==> src/rtl/fifo_arb_pkg.sv <==
// Shared constants and FSM encoding for the round-robin fifo write arbiter.
package fifo_arb_pkg;
   localparam int N_REQ_DEF  = 4;
   localparam int DATA_W_DEF = 2;
   localparam int CNT_W      = 8;

   typedef enum logic {
      IDLE  = 1'b0,
      WRITE = 1'b1
   } state_t;
endpackage

==> src/rtl/fifo_wr_arb_rr_pick.sv <==
// Combinational round-robin picker: first set bit of elig at or above ptr, wrapping.
module rr_pick #(
   parameter int N_REQ = 4,
   parameter int IDX_W = (N_REQ > 1) ? $clog2(N_REQ) : 1
) (
   input  logic [N_REQ-1:0] elig,
   input  logic [IDX_W-1:0] ptr,
   output logic [N_REQ-1:0] onehot,
   output logic             valid,
   output logic [IDX_W-1:0] idx
);
   always_comb begin
      onehot = '0;
      valid  = 1'b0;
      idx    = '0;
      // Scan farthest offset first so the nearest eligible index is the last write.
      for (int k = N_REQ - 1; k >= 0; k--) begin
         if (elig[(int'(ptr) + k) % N_REQ]) begin
            onehot = N_REQ'(1) << ((int'(ptr) + k) % N_REQ);
            valid  = 1'b1;
            idx    = IDX_W'((int'(ptr) + k) % N_REQ);
         end
      end
   end
endmodule

==> src/rtl/fifo_wr_arb.sv <==
// Round-robin arbiter sharing one fifo write port among N_REQ requesters; all outputs registered.
module fifo_wr_arb
   import fifo_arb_pkg::*;
#(
   parameter int N_REQ  = N_REQ_DEF,
   parameter int DATA_W = DATA_W_DEF
) (
   input  logic                    clk,
   input  logic                    rst,
   input  logic [N_REQ-1:0]        req,
   input  logic [N_REQ*DATA_W-1:0] req_data,
   output logic [N_REQ-1:0]        gnt,
   output logic                    wr_e,
   output logic [DATA_W-1:0]       wr_data,
   input  logic                    busy,
   output logic [CNT_W-1:0]        wr_cnt
);
   localparam int IDX_W = (N_REQ > 1) ? $clog2(N_REQ) : 1;

   state_t             state_q, state_d;
   logic [N_REQ-1:0]   gnt_q, gnt_d;
   logic [DATA_W-1:0]  wr_data_q, wr_data_d;
   logic [CNT_W-1:0]   wr_cnt_q, wr_cnt_d;
   logic [IDX_W-1:0]   rr_ptr_q, rr_ptr_d;

   logic [N_REQ-1:0]   elig;
   logic [N_REQ-1:0]   pick_onehot;
   logic               pick_valid;
   logic [IDX_W-1:0]   pick_idx;
   logic [DATA_W-1:0]  data_arr [N_REQ];

   genvar gi;
   generate
      for (gi = 0; gi < N_REQ; gi++) begin : g_slice
         assign data_arr[gi] = req_data[gi*DATA_W +: DATA_W];
      end
   endgenerate

   // A requester granted last cycle still shows req this edge; mask it out.
   assign elig = req & ~gnt_q;

   rr_pick #(.N_REQ(N_REQ), .IDX_W(IDX_W)) u_pick (
      .elig   (elig),
      .ptr    (rr_ptr_q),
      .onehot (pick_onehot),
      .valid  (pick_valid),
      .idx    (pick_idx)
   );

   always_comb begin
      state_d   = IDLE;
      gnt_d     = '0;
      wr_data_d = wr_data_q;
      wr_cnt_d  = wr_cnt_q;
      rr_ptr_d  = rr_ptr_q;
      if (pick_valid && !busy) begin
         state_d   = WRITE;
         gnt_d     = pick_onehot;
         wr_data_d = data_arr[pick_idx];
         wr_cnt_d  = wr_cnt_q + 1'b1;
         rr_ptr_d  = (pick_idx == IDX_W'(N_REQ - 1)) ? '0 : pick_idx + 1'b1;
      end
   end

   always_ff @(posedge clk or posedge rst) begin
      if (rst) begin
         state_q   <= IDLE;
         gnt_q     <= '0;
         wr_data_q <= '0;
         wr_cnt_q  <= '0;
         rr_ptr_q  <= '0;
      end else begin
         state_q   <= state_d;
         gnt_q     <= gnt_d;
         wr_data_q <= wr_data_d;
         wr_cnt_q  <= wr_cnt_d;
         rr_ptr_q  <= rr_ptr_d;
      end
   end

   assign wr_e    = (state_q == WRITE);
   assign gnt     = gnt_q;
   assign wr_data = wr_data_q;
   assign wr_cnt  = wr_cnt_q;
endmodule

==> config.mk <==
export PLATFORM = sky130hd
export DESIGN_NAME = fifo_wr_arb
export DESIGN_NICKNAME = d
export VERILOG_FILES = /design/src/rtl/fifo_arb_pkg.sv /design/src/rtl/fifo_wr_arb_rr_pick.sv /design/src/rtl/fifo_wr_arb.sv
export SDC_FILE = /design/constraint.sdc
export NUM_CORES = 1
export LEC_CHECK = 0
export ABC_AREA = 1
export ABC_CLOCK_PERIOD_IN_PS = 1700
export BUFFER_PORTS_ARGS = -buffer_cell sky130_fd_sc_hd__buf_2
export CORE_ASPECT_RATIO = 1.4
export CORE_UTILIZATION = 30
export DETAILED_ROUTE_END_ITERATION = 8
export MAX_ROUTING_LAYER = met4
export PLACE_DENSITY = 0.54
export SLEW_MARGIN = 25
export SYNTH_ARGS = -nofsm -noshare
export SYNTH_HDL_FRONTEND = slang
export SYNTH_SLANG_ARGS = --single-unit
==> constraint.sdc <==
create_clock -name clk -period 1.7 [get_ports clk]
set_input_delay 0.34 -clock clk [delete_from_list [all_inputs] [get_ports clk]]
set_output_delay 0.34 -clock clk [all_outputs]
set_load 0.02 [all_outputs]
Word level (Yosys, flattened, before mapping). Cells that the tools add are included.

Shift-type cells: 4. $lt $le $gt $ge: 5. Multiplexer cells: 29. Reductions and logical operators: 5. $add $sub $neg: 5. Equality and inequality tests: 1. Bitwise logic cells: 6.

Operator list (number): left shift 1 x 32 -> 4 bit, first input constant (3); 2-to-1 mux 4 bit (5); 2-to-1 mux 2 bit (7); less-than comparator 3 x 4 -> 1 bit, second input constant (3); 2-to-1 mux 1 bit (12); adder 8 x 1 -> 8 bit, second input constant (1); binary-select mux 1 bit (select 2 bit) (4); OR reduction 2 bit (3); adder 2 x 1 -> 2 bit, second input constant (2); adder 2 bit, second input constant (2); bitwise AND 4 bit (1); binary-select mux 2 bit (select 2 bit) (1); inverter 4 bit (1); left shift 1 x 2 -> 4 bit, first input constant (1); bitwise AND 1 bit, first input constant (3); greater-or-equal comparator 3 bit, second input constant (1); less-than comparator 2 x 3 -> 1 bit, second input constant (1); inverter 2 -> 3 bit (1); equality test 2 bit, second input constant (1); logical AND 1 bit (1); zero test 1 bit (1).

Bits of input ports: 15. Word-level logic and storage cells: 60. Flip-flop bits (word level): 17. Output and inout port bits: 15.

Longest topological paths before layout. Gate-level depths: netlist (run 1).

Depth in word-level cells: 14. Mapped depth: 15. Gate-level depth less buffers: 15.

Hierarchy. From an unflattened synthesis (run 1), not the netlist that was laid out.

Cell total of the unflattened synthesis: 196. Area, all modules: 1363.8 um^2.

Modules (own cells, without submodules): fifo_wr_arb (instances 1, area an instance 848.3 um^2, seq. area each 425.4 um^2, cells each 109); rr_pick (instances 1, area an instance 515.5 um^2, seq. area each 0.0 um^2, cells each 87).

Least setup slack after synthesis (run 1). Ideal clock, no wire load.

Kind: reg2reg. From: reg rr_ptr_q[0]. To: reg wr_data_q[0], in the netlist wr_data[0]. Arrival time: 1689 ps. Cell stages (with the launch flop): 15. Path slack: -105 ps. Library setup time: 116 ps. Path buffers: 0. Clock period less this slack: 1805 ps. Data required time: 1584 ps. Path through: dfrtp_1 -> inv_4 -> ha_1 -> inv_1 -> nand3_1 -> nand2_1 -> nand2_1 -> nand2_1 -> nand2_1 -> nand3_1 -> nand2_1 -> nand2_1 -> nand2_1 -> nand2_1 -> nand2_1.

Cells in the longest elaborated chain, start to end: 12. Elaborated cells on any way between the ends: 27. Those cells by class: add/sub (3); mux (22); bitwise (1); reduce/logical (1).

Ends and longest elaborated chain: start: declaration (line fifo_wr_arb.sv:24) `logic [IDX_W-1:0] rr_ptr_q, rr_ptr_d;`; start signal: assignment (line fifo_wr_arb.sv:77) `rr_ptr_q <= rr_ptr_d;`; adder 2 bit (line fifo_wr_arb_rr_pick.sv:18, fifo_wr_arb_rr_pick.sv:21); binary-select mux 1 bit (select 2 bit) (line fifo_wr_arb_rr_pick.sv:18) `if (elig[(int'(ptr) + k) % N_REQ]) begin`; 2-to-1 mux 1 bit (implied by the code) (2 in series) (line fifo_wr_arb_rr_pick.sv:18); 2-to-1 mux 2 bit (4 in series) (line fifo_wr_arb_rr_pick.sv:18); inverter 2 -> 3 bit (implied by the code) (line fifo_wr_arb.sv:59) `wr_data_d = data_arr[pick_idx];`; binary-select mux 2 bit (select 2 bit) (line fifo_wr_arb.sv:59); 2-to-1 mux 2 bit (implied by the code) (2 in series) (line fifo_wr_arb.sv:59); end signal: assignment (line fifo_wr_arb.sv:75) `wr_data_q <= wr_data_d;`; end: declaration (line fifo_wr_arb.sv:22) `logic [DATA_W-1:0] wr_data_q, wr_data_d;`.

Parallel ways exist; a longest one is shown, timed or not. The select of a mux whose other input is x is not followed. A chain may end at the register's enable or synchronous reset.

Final worst setup path (run 1).
From: reg rr_ptr_q[0]. To: reg wr_data_q[1], in the netlist wr_data[1].

Same word-level chain as after synthesis.

==> impl_results.md, run 1 <==
- Vias in the first global route: 1215
- Die area: 4210 sq um
- Crit path max fanout: 7
- Sequential element share of the synthesized area: 35.9%
- Highest metal used: met4
- Max-slew violations: 0
- Final Hold Viols: 0
- Root Buffer Master: clkbuf_8
- IO Pins: 30
- DPL Wire Length: 2360 um
- Via count: 1245
- Area Overhead vs Synth: 55.0%
- Critical Path Max Stage Delay: 0.44 ns
- Layout cell share with drive strength beyond 1: 50.0%
- CP max stage cell: dfrtp_2
- Design Area, Final: 1840 sq um
- First-pass GRT wire length: 5010 um
- Power Density: 2310 nW/um^2
- Antenna diodes: 0
- Simple-gate share of the synthesized area: 36.1%
- Largest family of logic cells by synthesized area: simple AND/OR/NAND/NOR gates
- DR WL met2: 1720 um
- DR WL/cell: 12.0 um
- Synth Warn #: 0
- Syn nets: 183
- Cells after DPL: 251
- Placer Congestion: 0.819
- Xor/xnor share of the synthesized area: 5.17%
- Syn avg cell area: 7.27 sq um
- Met1 wire length: 1240 um
- Max cap viols: 0
- Remaining DRCs: 0
- CP delay by family, top: simple AND/OR/NAND/NOR gates
- Clock latency on the worst-skew pair: 0.25 ns
- Wire length on met3: 90 um
- Initial Utilization: 32.0%
- Status: completed
- Compound-Gate Fraction of Synth Area: 8.66%
- Final cell count without fillers: 262
- Setup Viol. Count Final: 0
- Placed Instance Area: 1520 sq um
- Pin count of the biggest net entering global routing: 18
- Worst-path cell chain: inv_4, buf_6, nand3_2, nand2_2, nand2_2, nand2_4, inv_8, nand3_4, nand2_8, buf_4, buf_4, nand2_1, nand2_1
- Final worst slack: 0.0314 ns
- Fin crit period: 1.67 ns
- Clock Sink Count: 17
- Initial DRC Count: 28
- Post-Syn Instances: 163
- RSZ-0062 raised after global routing: yes
- Critical path required time: 1.84 ns
- First drt pass iteration count: 4
- Number of H-tree levels: 1
- CP startpoint kind: register
- Setup TNS: 0 ns
- Worst path bufs/invs: 5
- GRT Total Usage: 16.3%
- Mux share of post-synthesis cell area: 0%
- DRT antenna net count: 0
- Critical path type: register to register
- Hold_buf cts: 0
- Slew headroom: 85.0%
- Tcrit/Tclk final: 98.2%
- Clock skew: 0.00535 ns
- Place WS: -0.0332 ns
- Hold WC Path Type: input port to async pin
- Cell variety after synth: 20
- Register bit total from synthesis: 17
- Die Y: 76.4 um
- CTS Buf Count: 3
- Worst-Margin Slew: 0.225 ns
- Core Box Area: 3710 sq um
- Via density: 4.75
- Initial antenna violation count: 0
- Final #Nets: 241
- Pleak: 0.987 nW
- Number of port buffers: 29
- Fmax: 599 MHz
- Synth Cell Area: 1180 sq um
- Num rows: 26
- VDD IR max: 1.38 mV
- CP Data Arrival Time: 1.81 ns
- Total routed wirelength: 3140 um
- Worst Setup End Kind: register
- CTS tree: done
- Die width: 55.1 um
- Reg clk slew, reported paths: 0.07 ns
- Global route overflow: 0
- Clk buf depth: 2
- Post-synthesis adder-cell area fraction: 5.28%
-- registers in the layout, summed over array words and instances (netlist names) --
name and cells:
rr_ptr_q 2, wr_data 2, wr_e 1, gnt 4, wr_cnt 8
-- placed cells by master, fill, tap and decap left out, types with 2 or more instances in the layout --
cell type / synthesis / layout
nand3_2: 4 / 10
o21ai_1: 0 / 7
inv_4: 3 / 3
nand3_4: 0 / 2
clkbuf_8: 0 / 3
dfrtp_1: 17 / 16
nand2_2: 3 / 11
xor2_1: 3 / 3
nor2_1: 7 / 5
inv_1: 19 / 15
a21oi_1: 9 / 9
inv_2: 1 / 3
buf_4: 0 / 21
nand4_1: 2 / 2
nand3_1: 22 / 14
nand2_1: 48 / 31
buf_6: 1 / 3
o21ai_2: 0 / 2
inv_8: 0 / 2
buf_2: 0 / 29
nand2_4: 2 / 10
xnor2_1: 4 / 4
nor2_4: 0 / 2
ha_1: 5 / 4
nor2_2: 2 / 2
-- cell type report --
cell class	instances	area, sq um
fillers	376	1870
clock buffers	3	41.3
flip-flops and latches	17	427
inverters	23	109
multi-input cells	122	846
clock inverters	1	5.00
well taps	42	52.6
repair buffers	54	357
-- Yosys cell counts --
| cell type | number | share of area [%] |
|---|---|---|
| nand2_1 | 48 | 15 |
| nand3_1 | 22 | 9.3 |
| inv_1 | 19 | 6.0 |
| dfrtp_1 | 17 | 36 |
| a21oi_1 | 9 | 3.8 |
| o21ai_0 | 9 | 3.8 |
| nor2_1 | 7 | 2.2 |
| ha_1 | 5 | 5.3 |
| nand3_2 | 4 | 3.4 |
| xnor2_1 | 4 | 3.0 |
| inv_4 | 3 | 1.6 |
| nand2_2 | 3 | 1.6 |
| xor2_1 | 3 | 2.2 |
| nand2_4 | 2 | 1.9 |
| nand4_1 | 2 | 1.1 |
| nor2_2 | 2 | 1.1 |
| buf_6 | 1 | 0.95 |
| inv_2 | 1 | 0.32 |
| nor3_1 | 1 | 0.42 |
| o211ai_2 | 1 | 1.1 |
-- metrics by stage --
stage	hold slack [ns]	total power [mW]	utilization, %
6_report	0.0823	4.24	49.5
5_1_grt	0.108	4.62	49.5
4_1_cts	0.0874	3.56	43.3
3_5_place_dp	0.369	3.13	41.0
3_3_place_gp	0.363	3.13	41.0
2_1_floorplan	0.266	2.37	-
-- metal layers --
metal / vias up / GRT usage (%)
met5: - / -
met4: 0 / 5.25
met3: 8 / 2.79
met2: 31 / 29.3
met1: 568 / 16.9
li1: 638 / -
-- power by group --
part | switching, mW | internal (mW) | leakage, nW
Clock | 0.143 | 0.163 | 0.0255
Combinational | 1.90 | 1.32 | 0.747
Sequential | 0.141 | 0.569 | 0.214
Total | 2.18 | 2.06 | 0.987
-- path summary, 6_finish.rpt --
check,depth (start not counted),slack [ns],startpoint,to
worst max-delay path,13,0.03,rr_ptr_q[0],wr_data[1]
min in group clk,1,0.47,wr_cnt[7],wr_cnt[7]
worst max register to register,13,0.03,rr_ptr_q[0],wr_data[1]
worst min-delay path,3,0.08,rst,wr_e
worst min register to register,1,0.47,wr_cnt[7],wr_cnt[7]
max in group asynchronous,3,1.41,rst,rr_ptr_q[0]
-- tightest hold or removal path, cell delays in order --
cell and delay (ns):
buf_2 0.09, inv_1 0.04, buf_4 0.24
-- what timing repair did --
action / in CTS / in global routing
setup endpoints to repair: 5 / 15
gates resized for setup: 5 / 61
pin swaps: 0 / 20
setup buffers: 2 / 5
-- cells by family (layout without fill, tap and decap cells) --
logic type               Yosys count  in the layout
flip-flops                        17             17
AND/OR/NAND/NOR                   91             91
XOR/XNOR                           7              7
AO/OA/AOI/OAI                     19             19
buffers and inverters             24             81
adder cells (fa/ha/maj)            5              5
No activity file was read; power rests on OpenSTA's default activity.
==> run 2, diff against run 1 <==
--- a/config.mk
+++ b/config.mk
@@ -6,14 +6,15 @@
 export NUM_CORES = 1
 export LEC_CHECK = 0
 export ABC_AREA = 1
-export ABC_CLOCK_PERIOD_IN_PS = 1700
+export ABC_CLOCK_PERIOD_IN_PS = 1600
 export BUFFER_PORTS_ARGS = -buffer_cell sky130_fd_sc_hd__buf_2
 export CORE_ASPECT_RATIO = 1.4
 export CORE_UTILIZATION = 30
 export DETAILED_ROUTE_END_ITERATION = 8
 export MAX_ROUTING_LAYER = met4
-export PLACE_DENSITY = 0.54
-export SLEW_MARGIN = 25
+export PLACE_DENSITY = 0.52
+export REMOVE_ABC_BUFFERS = 1
+export SLEW_MARGIN = 20
 export SYNTH_ARGS = -nofsm -noshare
 export SYNTH_HDL_FRONTEND = slang
 export SYNTH_SLANG_ARGS = --single-unit
==> constraint.sdc (replaced) <==
create_clock -name clk -period 1.6 [get_ports clk]
set_input_delay 0.32 -clock clk [delete_from_list [all_inputs] [get_ports clk]]
set_output_delay 0.32 -clock clk [all_outputs]
set_load 0.02 [all_outputs]
==> impl_results.md, run 2 (synthesis results as in run 1) <==
- Status: finished, violations left
- Failing checks: setup timing
- Final Hold Viols: 0 (unchanged)
- Worst-Margin Slew: 0.223 ns (-0.00282 ns)
- Placer Congestion: 0.836 (+2.0%)
- Area Overhead vs Synth: 53.4%
- Worst Setup End Kind: register
- Antenna diodes: 0 (unchanged)
- Die width: 55.1 um (unchanged)
- CTS tree: done
- Die area: 4210 sq um (unchanged)
- VDD IR max: 1.34 mV (-3.2%)
- Leading cell type in the layout, fill and taps excluded: nand2_1
- Max cap viols: 0 (unchanged)
- Setup TNS: -0.222 ns (-0.222 ns)
- Fmax: 607 MHz (+1.2%)
- Critical path required time: 1.77 ns (-0.07 ns)
- Clock Sink Count: 17 (unchanged)
- Hold_buf cts: 0 (unchanged)
- Reg clk slew, reported paths: 0.06 ns (about the same)
- Initial Utilization: 32.0% (unchanged)
- Hold WC Path Type: input port to async pin
- CP Data Arrival Time: 1.82 ns (about the same)
- Setup Viol. Count Final: 8 (+8)
- Number of port buffers: 29 (unchanged)
- Clock latency on the worst-skew pair: 0.25 ns (about the same)
- RSZ-0062 raised after global routing: yes
- Number of H-tree levels: 1 (unchanged)
- Vias in the first global route: 1278 (+5.2%)
- Num rows: 26 (unchanged)
- First-pass GRT wire length: 5490 um (+9.6%)
- Number of flip-flops in the largest register: 8 (unchanged)
- Placed Instance Area: 1510 sq um (-0.91%)
- Most frequent cells in the layout: nand2_1 (33), buf_2 (29), buf_4 (22)
- Via count: 1260 (+1.2%)
- Initial DRC Count: 13 (-54%)
- DPL Wire Length: 2420 um (+2.5%)
- Pleak: 0.974 nW (-1.3%)
- Clk buf depth: 2 (unchanged)
- Clock skew: 0.00189 ns (-0.00345 ns)
- Pin count of the biggest net entering global routing: 18 (unchanged)
- DRT antenna net count: 0 (unchanged)
- DR WL/cell: 12.4 um (+3.5%)
- Final #Nets: 242 (+0.41%)
- Fin crit period: 1.65 ns (-0.0201 ns)
- Slew headroom: 85.2% (+0.19 points)
- Total routed wirelength: 3260 um (+3.9%)
- Critical path type: register to register
- Max-slew violations: 0 (unchanged)
- Via density: 4.79 (+0.82%)
- Final worst slack: -0.0486 ns (-0.0799 ns)
- Layout cell share with drive strength beyond 1: 50.2% (+0.23 points)
- Initial antenna violation count: 0 (unchanged)
- Global route overflow: 0 (unchanged)
- IO Pins: 30 (unchanged)
- Crit path max fanout: 6 (-1)
- GRT Total Usage: 17.5% (+1.2 points)
- CP startpoint kind: register
- Power Density: 2470 nW/um^2 (+7.0%)
- Design Area, Final: 1820 sq um (-1.0%)
- Root Buffer Master: clkbuf_8
- First drt pass iteration count: 4 (unchanged)
- Remaining DRCs: 0 (unchanged)
- Place WS: -0.180 ns (-0.147 ns)
- R2R depth: 11 (-2)
- Tcrit/Tclk final: 103% (+4.9 points)
- Die Y: 76.4 um (unchanged)
- Core Box Area: 3710 sq um (unchanged)
- CTS Buf Count: 3 (unchanged)
-- run 2: cell types whose count changed in the layout (fill, tap and decap cells not counted), moves of 2 or more --
cell,before,now
a21oi_1,9,7
a21oi_2,0,2
inv_2,3,5
nand2_1,31,33
nand2_4,10,7
nand3_1,14,12
nand3_2,10,13
o21ai_0,0,2
o21ai_1,7,5
-- run 2: worst max-delay path, stage by stage, from the launching register on --
cell	delay, ns
dfrtp_1	0.43
inv_4	0.09
buf_6	0.12
nand3_2	0.10
nand2_2	0.12
nand2_1	0.08
buf_4	0.13
nand2_1	0.08
nand2_2	0.09
o21ai_2	0.13
a21oi_1	0.08
nor2_1	0.12
-- run 2: metal layers --
metal	part of all wire, %	vias to the layer above	GRT usage (%)	wire (um)
met5	0	-	-	0
met4	0.15	0	3.75	5
met3	2.5	2	1.80	82
met2	56	18	31.2	1830
met1	41	602	20.1	1340
li1	-	638	-	-
-- run 2: report_power, final --
group | switching [mW] | total, mW | internal, mW
registers | 0.154 | 0.757 | 0.602
clock network | 0.137 | 0.314 | 0.176
logic | 2.02 | 3.42 | 1.40
-- run 2: what timing repair did --
action | 4_1_cts | 5_1_grt
buffers inserted | 6 | 1
endpoints found under the setup margin | 16 | 16
pin swaps | 18 | 11
gates cloned | 1 | 0
gates resized for setup | 49 | 14
endpoints found under the hold margin | 0 | 0
-- run 2: worst paths after layout --
| check | from | to | slack (ns) |
|---|---|---|---|
| setup / recovery | rr_ptr_q[0] | gnt[3] | -0.05 |
| hold / removal | rst | wr_data[0] | 0.07 |
| setup reg to reg | rr_ptr_q[0] | gnt[3] | -0.05 |
| hold reg to reg | wr_cnt[7] | wr_cnt[7] | 0.47 |
| max in group asynchronous | rst | gnt[0] | 1.33 |
| min in group clk | wr_cnt[7] | wr_cnt[7] | 0.47 |
-- run 2: metrics by stage --
stage / cells / power, mW / hold WS, ns / util [%]
detailed placement: 251 / 3.37 / 0.354 / 40.6
finish: 263 / 4.49 / 0.0726 / 49.0
floorplan: 162 / 2.46 / 0.246 / -
global placement: 251 / 3.32 / 0.343 / 40.6
CTS: 262 / 4.32 / 0.0818 / 47.5
global route: 263 / 4.88 / 0.109 / 49.0
-- run 2: cell type report --
| cell class | instances | area (sq um) |
|---|---|---|
| Sequential cell | 17 | 425 |
| Timing Repair inverter | 1 | 3.75 |
| Timing Repair Buffer | 54 | 344 |
| Fill cell | 382 | 1890 |
| Inverter | 23 | 106 |
| Tap cell | 42 | 52.6 |
| Clock buffer | 4 | 45.0 |
| Multi-Input combinational cell | 122 | 841 |
==> run 3, diff against run 2 <==
--- a/config.mk
+++ b/config.mk
@@ -10,10 +10,12 @@
 export BUFFER_PORTS_ARGS = -buffer_cell sky130_fd_sc_hd__buf_2
 export CORE_ASPECT_RATIO = 1.4
 export CORE_UTILIZATION = 30
+export CTS_BUF_LIST = sky130_fd_sc_hd__clkbuf_4 sky130_fd_sc_hd__clkbuf_8
 export DETAILED_ROUTE_END_ITERATION = 8
 export MAX_ROUTING_LAYER = met4
 export PLACE_DENSITY = 0.52
 export REMOVE_ABC_BUFFERS = 1
+export SKIP_CTS_REPAIR_TIMING = 1
 export SLEW_MARGIN = 20
 export SYNTH_ARGS = -nofsm -noshare
 export SYNTH_HDL_FRONTEND = slang
==> impl_results.md, run 3 (synthesis results as in run 1) <==
- Vias in the first global route: 1197 (-6.3%)
- Via density: 4.92 (+2.7%)
- Worst-Margin Slew: 0.224 ns (+0.00166 ns)
- Placer Congestion: 0.836 (unchanged)
- Most frequent cells in the layout: buf_2 (29), nand2_1 (28), buf_4 (18)
- Die area: 4210 sq um (unchanged)
- Power Total: 4.77 mW (+6.3%)
- Total routed wirelength: 3500 um (+7.3%)
- Remaining DRCs: 0 (unchanged)
- Initial DRC Count: 33 (+20)
- Power Density: 2520 nW/um^2 (+2.2%)
- Max cap viols: 0 (unchanged)
- Tcrit/Tclk final: 107% (+4.2 points)
- Clock Sink Count: 17 (unchanged)
- Leading cell type in the layout, fill and taps excluded: buf_2
- Number of flip-flops in the largest register: 8 (unchanged)
- Number of H-tree levels: 1 (unchanged)
- Hold WC Path Type: input port to async pin
- Max-slew violations: 0 (unchanged)
- VDD IR max: 1.56 mV (+17%)
- Clock skew: 0.00160 ns (-0.000291 ns)
- IO Pins: 30 (unchanged)
- Place WS: -0.180 ns (unchanged)
- Fin crit period: 1.72 ns (+0.0669 ns)
- CP Data Arrival Time: 1.85 ns (+0.03 ns)
- Antenna diodes: 0 (unchanged)
- Pleak: 1.01 nW (+3.5%)
- Met1 wire length: 1420 um (+5.8%)
- Clock latency on the worst-skew pair: 0.25 ns (about the same)
- Area Overhead vs Synth: 59.7%
- Final worst slack: -0.115 ns (-0.0669 ns)
- Wire length on met3: 85 um (+3.7%)
- DR WL met2: 1980 um (+8.7%)
- First drt pass iteration count: 4 (unchanged)
- Die Y: 76.4 um (unchanged)
- Cells after DPL: 251 (unchanged)
- Util after Layout: 51.0% (+2.0 points)
- CTS Buf Count: 3 (unchanged)
- RSZ-0062 raised after global routing: yes
- Core Box Area: 3710 sq um (unchanged)
- DRT antenna net count: 0 (unchanged)
- First-pass GRT wire length: 5110 um (-6.9%)
- Status: finished, violations left
- Worst Setup End Kind: register
- Failing checks: setup timing
- Clk buf depth: 2 (unchanged)
- CTS tree: done
- Setup Viol. Count Final: 16 (+8)
- Initial antenna violation count: 0 (unchanged)
- Root Buffer Master: clkbuf_8
- Slew headroom: 85.1% (-0.11 points)
- Reg clk slew, reported paths: 0.06 ns (about the same)
- DPL Wire Length: 2420 um (unchanged)
- Number of port buffers: 29 (unchanged)
- Hold slack: 0.0720 ns (-0.000504 ns)
- GRT Total Usage: 16.4% (-1.1 points)
- Num rows: 26 (unchanged)
- Pin count of the biggest net entering global routing: 18 (unchanged)
- Design Area, Final: 1890 sq um (+4.1%)
- Initial Utilization: 32.0% (unchanged)
- Critical path required time: 1.73 ns (-0.04 ns)
- Via count: 1309 (+3.9%)
- Crit path max fanout: 8 (+2)
- Critical path type: register to register
- DR WL/cell: 13.1 um (+6.1%)
- Final cell count without fillers: 266 (+1.1%)
- Highest metal used: met4
- Fmax: 583 MHz (-3.9%)
- Placed Instance Area: 1510 sq um (unchanged)
- FF-to-FF setup slack: -0.12 ns (-0.07 ns)
- Die width: 55.1 um (unchanged)
- Setup TNS: -1.08 ns (-0.855 ns)
- Layout cell share with drive strength beyond 1: 52.7% (+2.5 points)
- Global route overflow: 0 (unchanged)
- Final #Nets: 245 (+1.2%)
- CP startpoint kind: register
- Final Hold Viols: 0 (unchanged)
[run 3: changes by cell type in the layout (fill, tap and decap cells not counted), moves of 2 or more]
cell | previous run | this run
buf_4 | 22 | 18
nand2_2 | 12 | 16
o21ai_2 | 2 | 4
o21ai_1 | 5 | 3
buf_6 | 3 | 10
nand3_2 | 13 | 8
nand2_1 | 33 | 28
nand3_1 | 12 | 17
[run 3: cell type report]
class	count	area, sq um
fill	374	1820
timing repair inverter	1	5.00
sequential	17	425
inverter	23	106
tap	42	52.6
multi-input combinational	122	861
timing repair buffer	57	393
clock buffer	4	48.8
[run 3: layer usage]
layer,vias up,GRT usage (%)
li1,645,-
met1,637,19.4
met2,25,28.3
met3,2,1.80
met4,0,4.00
met5,-,-
[run 3: path summary, 6_finish.rpt]
| kind | depth (start not counted) | end | from |
|---|---|---|---|
| worst max-delay path | 12 | wr_cnt[0] | rr_ptr_q[0] |
| min in group clk | 1 | wr_cnt[7] | wr_cnt[7] |
| worst min-delay path | 3 | wr_data[0] | rst |
| worst min register to register | 1 | wr_cnt[7] | wr_cnt[7] |
| worst max register to register | 12 | wr_cnt[0] | rr_ptr_q[0] |
| max in group asynchronous | 3 | gnt[1] | rst |
[run 3: worst max-delay path, stage by stage (launching register included)]
cell     delay, ns
dfrtp_1       0.42
inv_4         0.09
buf_6         0.12
nand3_2       0.06
nand2_2       0.11
nand2_2       0.10
nand2_4       0.10
inv_4         0.05
nand3_4       0.08
nand2_8       0.10
buf_6         0.14
buf_6         0.12
xnor2_2       0.11
[run 3: where the power goes]
group          leakage (nW)  internal, mW  switching, mW
Clock                0.0262         0.193          0.141
Combinational         0.767          1.51           2.17
Sequential            0.215         0.602          0.162
Total                  1.01          2.30           2.47
